[src/rtl/fruit_spawner_if.sv]
// Launch-control bundle between the game logic (master) and fruit_spawner (slave).
interface fruit_spawner_if;
  logic              enable;
  logic [7:0]        fruits_cut;
  logic              fruit_busy;
  logic              new_fruit;
  logic [9:0]        spawn_x;
  logic signed [9:0] spawn_vx;
  logic signed [9:0] spawn_vy;
  logic [7:0]        spawn_count;

  modport master (
    output enable, fruits_cut, fruit_busy,
    input  new_fruit, spawn_x, spawn_vx, spawn_vy, spawn_count
  );

  modport slave (
    input  enable, fruits_cut, fruit_busy,
    output new_fruit, spawn_x, spawn_vx, spawn_vy, spawn_count
  );
endinterface

[src/rtl/fruit_spawner.sv]
// Paced fruit launcher: LFSR-randomised launch position/velocity, difficulty-scaled interval.
// Optional FRUIT_SPAWN_DIFFICULTY_EN shortens the interval as fruits_cut grows.
module fruit_spawner #(
  parameter logic [15:0] SEED          = 16'hACE1,
  parameter int          BASE_INTERVAL = 60,
  parameter int          MIN_INTERVAL  = 15
) (
  input  logic           frame_clk,
  input  logic           Reset,
  fruit_spawner_if.slave spawn
);
  localparam logic [15:0] LFSR_INIT = (SEED == 16'd0) ? 16'h0001 : SEED;
  localparam logic [15:0] LFSR_MASK = 16'hB400;
  localparam logic [7:0]  BASE_I    = BASE_INTERVAL[7:0];
  localparam logic [7:0]  FLOOR_I   = MIN_INTERVAL[7:0];

  typedef enum logic [1:0] {S_IDLE, S_WAIT, S_ARMED, S_LAUNCH} state_t;

  state_t            state, state_nxt;
  logic [7:0]        cnt, cnt_nxt;
  logic [7:0]        interval;
  logic [15:0]       lfsr;
  logic              launch;
  logic [9:0]        x_new;
  logic [9:0]        vx_mag;
  logic signed [9:0] vx_new;
  logic signed [9:0] vy_new;

  function automatic logic [15:0] lfsr_advance(input logic [15:0] l);
    return l[0] ? ((l >> 1) ^ LFSR_MASK) : (l >> 1);
  endfunction

  function automatic logic [7:0] sat_inc(input logic [7:0] v);
    return (v == 8'hFF) ? v : v + 8'd1;
  endfunction

`ifdef FRUIT_SPAWN_DIFFICULTY_EN
  // Compare in 10 bits so large cut counts clamp to the floor instead of wrapping.
  function automatic logic [7:0] launch_interval(input logic [7:0] cut);
    logic [9:0] cut2;
    cut2 = {1'b0, cut, 1'b0};
    if ({2'b00, BASE_I} < cut2 + {2'b00, FLOOR_I})
      return FLOOR_I;
    else
      return BASE_I - cut2[7:0];
  endfunction

  always_comb interval = launch_interval(spawn.fruits_cut);
`else
  assign interval = (BASE_I < FLOOR_I) ? FLOOR_I : BASE_I;
`endif

  always_comb begin
    x_new  = 10'd64 + {1'b0, lfsr[8:0]};
    vx_mag = 10'd1 + {8'd0, lfsr[11:10]};
    vx_new = (x_new < 10'd320) ? $signed(vx_mag) : -$signed(vx_mag);
    vy_new = -$signed(10'd8 + {7'd0, lfsr[14:12]});
  end

  always_comb begin
    state_nxt = state;
    cnt_nxt   = cnt;
    launch    = 1'b0;
    if (!spawn.enable && state != S_IDLE) begin
      state_nxt = S_IDLE;
      cnt_nxt   = 8'd0;
    end else begin
      case (state)
        S_IDLE: begin
          if (spawn.enable) begin
            state_nxt = S_WAIT;
            cnt_nxt   = interval;
          end
        end
        S_WAIT: begin
          if (cnt <= 8'd1) state_nxt = S_ARMED;
          else             cnt_nxt   = cnt - 8'd1;
        end
        S_ARMED: begin
          if (!spawn.fruit_busy) begin
            state_nxt = S_LAUNCH;
            launch    = 1'b1;
          end
        end
        S_LAUNCH: begin
          state_nxt = S_WAIT;
          cnt_nxt   = interval;
        end
        default: begin
          state_nxt = S_IDLE;
          cnt_nxt   = 8'd0;
        end
      endcase
    end
  end

  always_ff @(posedge frame_clk or posedge Reset) begin
    if (Reset) begin
      state <= S_IDLE;
      cnt   <= 8'd0;
      lfsr  <= LFSR_INIT;
    end else begin
      state <= state_nxt;
      cnt   <= cnt_nxt;
      lfsr  <= lfsr_advance(lfsr);
    end
  end

  // Launch parameters are captured from the pre-advance LFSR on the edge entering LAUNCH.
  always_ff @(posedge frame_clk or posedge Reset) begin
    if (Reset) begin
      spawn.new_fruit   <= 1'b0;
      spawn.spawn_x     <= 10'd320;
      spawn.spawn_vx    <= '0;
      spawn.spawn_vy    <= '0;
      spawn.spawn_count <= 8'd0;
    end else begin
      spawn.new_fruit <= launch;
      if (launch) begin
        spawn.spawn_x     <= x_new;
        spawn.spawn_vx    <= vx_new;
        spawn.spawn_vy    <= vy_new;
        spawn.spawn_count <= sat_inc(spawn.spawn_count);
      end
    end
  end
endmodule
[src/flat_wrapper.sv]
// flat-port wrapper written by rule: the top's interface ports become plain ports
module fruit_spawner_flat 
#(
  parameter logic [15:0] SEED          = 16'hACE1,
  parameter int          BASE_INTERVAL = 60,
  parameter int          MIN_INTERVAL  = 15
)
  (frame_clk, Reset, spawn_enable, spawn_fruits_cut, spawn_fruit_busy, spawn_new_fruit, spawn_spawn_x, spawn_spawn_vx, spawn_spawn_vy, spawn_spawn_count);
  fruit_spawner_if spawn_i ();
  input  logic frame_clk;
  input  logic Reset;
  input wire logic [$bits(spawn_i.enable)-1:0] spawn_enable;
  input wire logic [$bits(spawn_i.fruits_cut)-1:0] spawn_fruits_cut;
  input wire logic [$bits(spawn_i.fruit_busy)-1:0] spawn_fruit_busy;
  output wire logic [$bits(spawn_i.new_fruit)-1:0] spawn_new_fruit;
  output wire logic [$bits(spawn_i.spawn_x)-1:0] spawn_spawn_x;
  output wire logic [$bits(spawn_i.spawn_vx)-1:0] spawn_spawn_vx;
  output wire logic [$bits(spawn_i.spawn_vy)-1:0] spawn_spawn_vy;
  output wire logic [$bits(spawn_i.spawn_count)-1:0] spawn_spawn_count;
  assign spawn_i.enable = spawn_enable;
  assign spawn_i.fruits_cut = spawn_fruits_cut;
  assign spawn_i.fruit_busy = spawn_fruit_busy;
  assign spawn_new_fruit = spawn_i.new_fruit;
  assign spawn_spawn_x = spawn_i.spawn_x;
  assign spawn_spawn_vx = spawn_i.spawn_vx;
  assign spawn_spawn_vy = spawn_i.spawn_vy;
  assign spawn_spawn_count = spawn_i.spawn_count;
  fruit_spawner #(.SEED(SEED), .BASE_INTERVAL(BASE_INTERVAL), .MIN_INTERVAL(MIN_INTERVAL)) u_core (.frame_clk(frame_clk), .Reset(Reset), .spawn(spawn_i));
endmodule
[config.mk]
export PLATFORM = sky130hd
export DESIGN_NAME = fruit_spawner_flat
export DESIGN_NICKNAME = d
export VERILOG_FILES = /design/src/rtl/fruit_spawner_if.sv /design/src/rtl/fruit_spawner.sv /design/src/flat_wrapper.sv
export SDC_FILE = /design/constraint.sdc
export NUM_CORES = 1
export LEC_CHECK = 0
export CAP_MARGIN = 20
export CORE_MARGIN = 5
export CORE_UTILIZATION = 53
export CTS_BUF_LIST = sky130_fd_sc_hd__clkbuf_2
export DETAILED_ROUTE_END_ITERATION = 16
export GPL_ROUTABILITY_DRIVEN = 0
export PLACE_DENSITY = 0.89
export RECOVER_POWER = 25
export SETUP_SLACK_MARGIN = 0.4
export SLEW_MARGIN = 20
export SYNTH_ARGS = -nofsm -noshare
export SYNTH_HDL_FRONTEND = slang
export SYNTH_SLANG_ARGS = --single-unit
[constraint.sdc]
create_clock -name frame_clk -period 3.02 [get_ports frame_clk]
set_clock_uncertainty 0.2 [all_clocks]
set_input_delay 0.604 -clock frame_clk [delete_from_list [all_inputs] [get_ports frame_clk]]
set_output_delay 0.604 -clock frame_clk [all_outputs]
set_load 0.02 [all_outputs]
== Word-level counts from Yosys, hierarchy flattened ==
Index checks and enable logic that the tools add are counted.
Word-level totals
  flip-flop bits (word level): 65
  input port bits: 12
  output and inout port bits: 39
  word-level logic and storage cells: 49
Cells by class
  add/sub/neg operators: 7
  magnitude comparators: 2
  equality and inequality tests: 8
  mux-type cells: 14
  bitwise gates (word level): 2
  reduce and logical (&&, ||, !) cells: 8
Operators by type and width (number)
  two-way mux 8 bit: 3
  case mux 8 bit (3 select lines): 1
  negator 10 bit: 2
  two-way mux 16 bit: 1
  adder 7 x 9 -> 10 bit (first input constant): 1
  < comparator 10 x 9 -> 1 bit (second input constant): 1
  two-way mux 10 bit: 1
  inequality test 3 x 2 -> 1 bit (second input constant): 3
  adder 8 x 1 -> 8 bit (second input constant): 1
  equality test 8 bit (second input constant): 1
  <= comparator 8 x 1 -> 1 bit (second input constant): 1
  two-way mux 2 bit: 4
  case mux 2 bit (4 select lines): 1
  subtractor 8 x 1 -> 8 bit (second input constant): 1
  AND reduction 3 bit: 2
  adder 4 x 3 -> 5 bit (first input constant): 1
  equality test 2 bit (second input constant): 2
  NOT 3 -> 4 bit: 1
  nonzero test 4 bit: 1
  adder 1 x 2 -> 3 bit (first input constant): 1
  two-way mux 1 bit: 3
  inequality test 3 x 1 -> 1 bit (second input constant): 1
  equality test 2 x 1 -> 1 bit (second input constant): 1
  logical NOT 2 bit: 1
  other kinds (5): 5

== Depth between registers and ports, before layout ==
  depth in word-level cells: 4
  gate-level depth with buffers: 8
  gate-level depth less buffers: 7

== Least setup slack after synthesis ==
Ideal clock, no wire load.
  path type: reg-to-reg
  from: reg u_core.state[1]
  to: reg u_core.cnt[7]
  library setup time: 0.127 ns
  arrival time: 2.053 ns
  data required time: 2.693 ns
  slack: 0.639 ns
  cell stages (with the launch flop): 9
  path buffers: 2
  clock period less this slack: 2.381 ns
  cells stage by stage: dfrtp_1 > inv_1 > ha_1 > clkbuf_1 > o21ai_1 > or4_4 > buf_6 > nand4_1 > mux2_1
On the way
  cells in the longest elaborated chain, start to end: 4
  elaborated cells between the ends (all ways): 11
  classes of those cells: eq/ne (4); mux (2); reduce/logical (5)
RTL lines
  start: declaration: line fruit_spawner.sv:19  | state_t state, state_nxt;
  start signal: assignment: line fruit_spawner.sv:103  | state <= state_nxt;
  nonzero test 2 bit: line fruit_spawner.sv:64  | if (!spawn.enable && state != S_IDLE) begin
  logical AND 1 bit: line fruit_spawner.sv:64
  inequality test 3 x 2 -> 1 bit (no source line) or nonzero test 4 bit (tied branches)
  AND reduction 3 bit (no source line)
  end signal: assignment: line fruit_spawner.sv:104  | cnt <= cnt_nxt;
  end: declaration: line fruit_spawner.sv:20  | logic [7:0] cnt, cnt_nxt;
Several ways; a longest one is shown, not always the timed one.
A chain may end at the register's enable or synchronous reset.

== Worst setup path after layout ==
  from: reg u_core.spawn.spawn_x[8]
  to: out spawn_spawn_x[8]
RTL lines
  start: declaration: line fruit_spawner_if.sv:19  | output new_fruit, spawn_x, spawn_vx, spawn_vy, spawn_count
  start signal: assignment: line fruit_spawner.sv:120  | spawn.spawn_x <= x_new;
  end: declaration: line flat_wrapper.sv:16  | output wire logic [$bits(spawn_i.spawn_x)-1:0] spawn_spawn_x;
No word-level cell between the ends.

==> results.cfg <==
[hold_path]
min_path_type = flop to flop

[global_routing]
overflow = 0
antenna_found_initial = 0
grt_use_total = 0.175
grt_pass1_wl_um = 8600
grt_pass1_vias = 1937
grt_max_degree = 56

[die]
rows = 25
die_area_um2 = 6210
core_um2 = 4660
die_w_um = 78.8
die_y_um = 78.8
ios = 51
initial_core_util = 0.538

[routing]
vias = 1818
route.detailed.wl_per_inst_um = 14.8
drt-initial-drc-count = 139
drtAntennaViolNets = 0
via_per_inst = 5.48
routed_wl_um = 4900
drc = 0
drtPass1Iterations = 4

[run_status]
status = completed

[logic_synthesis]
ys_seq_area_frac = 0.554
yosys_warnings = 0
yosys.area.top_type = dfrtp_1
syn_area_per_cell_um2 = 10.3
synthFlopType = dfrtp_1
synth_top_area_frac = 0.449
synth.distinct_cells = 44
synth-async-reset-ratio = 1.00
ys_ff_latch = 55
synth.area.top_cells = dfrtp_1 (45%), dfstp_2 (10%), nand2_1 (8.1%)
syn-cell-area_um2 = 2510
synth_edf_count = 0
syn_inst = 244
synth_nets = 266

[place]
dpl_cell_area_um2 = 2900
port_buffers = 42
place_hpwl_um = 3400
place_ws_ps = 195

[sta]
layout_setup_ws_ps = 583
whs_ps = 193
slew_headroom = 0.122
worst_pin_slew_ps = 1320
fin_crit_ps = 2440
setup_viol = 0
fin_crit_sh = 0.807
hold_viol = 0
drv_slew = 0
setup-tns-final_ps = 0
timing.fmax_ghz = 0.410
rsz0062_at_grt = false

[final_layout]
final_design_area_no_fill_um2 = 2950
diodes = 0
final.fill_count = 391
final_cell_mix = nand2_1 (54), dfrtp_1 (45), clkdlybuf4s50_1 (41)
utilization = 0.632
final_layout_size_suffix_gt1_frac = 0.108
area_delta_synth_final_pct = 17.5
final_common_cell = nand2_1
fin_nets = 299

[worst_setup_path]
cp.required_ps = 2220
crit_type = flop to output pin
worst-path-buf-inv = 1
cp_slowest_cell = dfstp_2
crit_chain = clkdlybuf4s50_1
crit_path_end_kind = output pin
critPathMaxStageDelay_ps = 590
path_max_fanout = 2
crit_family = flip-flops
worst-endpoint-arrival_ps = 1630
startpoint_type = flop

[power_and_ir_drop]
p_leak_nw = 1.32
p_switching_w = 0.000782
pwr-share-comb = 0.393
p_int_w = 0.00125
p_sw_frac = 0.385
seqPwrFrac = 0.466
clockPowerShare = 0.140
powerDensity_nw_per_um2 = 690
irDropWorstVdd_v = 0.000510

[clock_network]
clk_pin_slew_ps = 270
cts_resized = 0
cts_hold_buf = 0
root_buffer = clkbuf_2
clk_latency_ps = 450
cts_max_level = 2
cts_buffer_depth = 2
cts_tree = yes
cts_buffers = 5
clkSinkCount = 55
post-cts-setup-buffers = 0

[job]
max_cap_viol_count = 0
cell families (layout without fill, tap and decap cells):
| logic type | Yosys count | count (layout) | share of synthesized area |
|---|---|---|---|
| buffers and inverters | 32 | 66 | 0.0664 |
| muxes | 3 | 3 | 0.0135 |
| adders and majority gates | 10 | 10 | 0.0499 |
| AOI/OAI and AO/OA | 39 | 39 | 0.101 |
| xor gates and xnor gates | 13 | 13 | 0.0454 |
| DFF | 55 | 55 | 0.554 |
| and+or+nand+nor | 92 | 92 | 0.170 |
per-layer routing:
metal	global-route usage	vias up	wire (um)
met5	0	-	0
met2	0.296	54	2460
met3	0.0351	9	212
met1	0.217	882	2150
met4	0.0752	0	82
li1	-	873	-
worst reg2reg max path, stage by stage, from the launching register on:
cell	delay, ps
dfrtp_1	500
inv_1	130
ha_2	290
o21ai_1	220
or4_4	530
nand3_1	130
mux2_2	340
per-stage QoR:
step	cells	power (W)
after floorplan	244	0.00151
after global placement	324	0.00172
after detailed placement	324	0.00175
after CTS	332	0.00203
after global routing	332	0.00219
final	332	0.00203
worst paths after layout:
kind	from	endpoint	slack [ps]	depth (start not counted)
min in group asynchronous	Reset	u_core.cnt[4]$_DFFE_PP0P_	800	3
max in group asynchronous	Reset	u_core.spawn.spawn_vx[7]$_DFFE_PP0P_	1060	3
setup reg to reg	u_core.state[1]$_DFFE_PP0P_	u_core.cnt[6]$_DFFE_PP0P_	620	6
setup / recovery	u_core.spawn.spawn_x[8]$_DFFE_PP1P_	spawn_spawn_x[8]	580	1
hold / removal	u_core.lfsr[15]$_DFF_PP1_	u_core.lfsr[14]$_DFF_PP0_	190	0
hold reg to reg	u_core.lfsr[15]$_DFF_PP1_	u_core.lfsr[14]$_DFF_PP0_	190	0
power by group through the flow:
stage	Sequential, W	Combinational (W)	Clock [W]
after floorplan	0.000995	0.000513	0
after global placement	0.000951	0.000772	0
after detailed placement	0.000957	0.000796	0
after CTS	0.000946	0.000798	0.000288
after global routing	0.000970	0.000892	0.000326
final	0.000948	0.000800	0.000285
cell usage after synthesis, types with 2 or more instances:
master,instances
nand4_1,2
xnor2_1,8
inv_1,11
nor2_1,7
mux2_2,2
a21boi_0,2
a21oi_1,8
or3_1,2
dfstp_2,10
nor3_1,2
ha_1,10
o21ai_1,2
dfrtp_1,45
nand2_1,54
o31ai_1,2
a31oi_1,5
o21ai_0,8
a31o_2,4
nand3_1,10
nand2b_1,4
nor4_1,2
o41ai_1,2
or4_4,2
buf_4,10
clkbuf_1,7
xor2_1,5
cell type report:
cell class / count / area, um^2 / area share
flip-flops and latches: 55 / 1390 / 0.471
well taps: 54 / 67.6 / 0.0229
multi-input cells: 157 / 955 / 0.324
clock inverters: 2 / 12.5 / 0.00425
inverters: 12 / 45.0 / 0.0153
repair buffers: 46 / 448 / 0.152
clock buffers: 6 / 30.0 / 0.0102
registers in the layout, indices dropped and copies added, names as in the netlist:
name                      count
u_core.spawn.spawn_x         10
u_core.spawn.spawn_vx         5
u_core.state                  2
u_core.spawn.spawn_count      8
u_core.lfsr                  16
u_core.cnt                    8
u_core.spawn.spawn_vy         5
u_core.spawn.new_fruit        1
No activity file was read; power rests on OpenSTA's default activity.
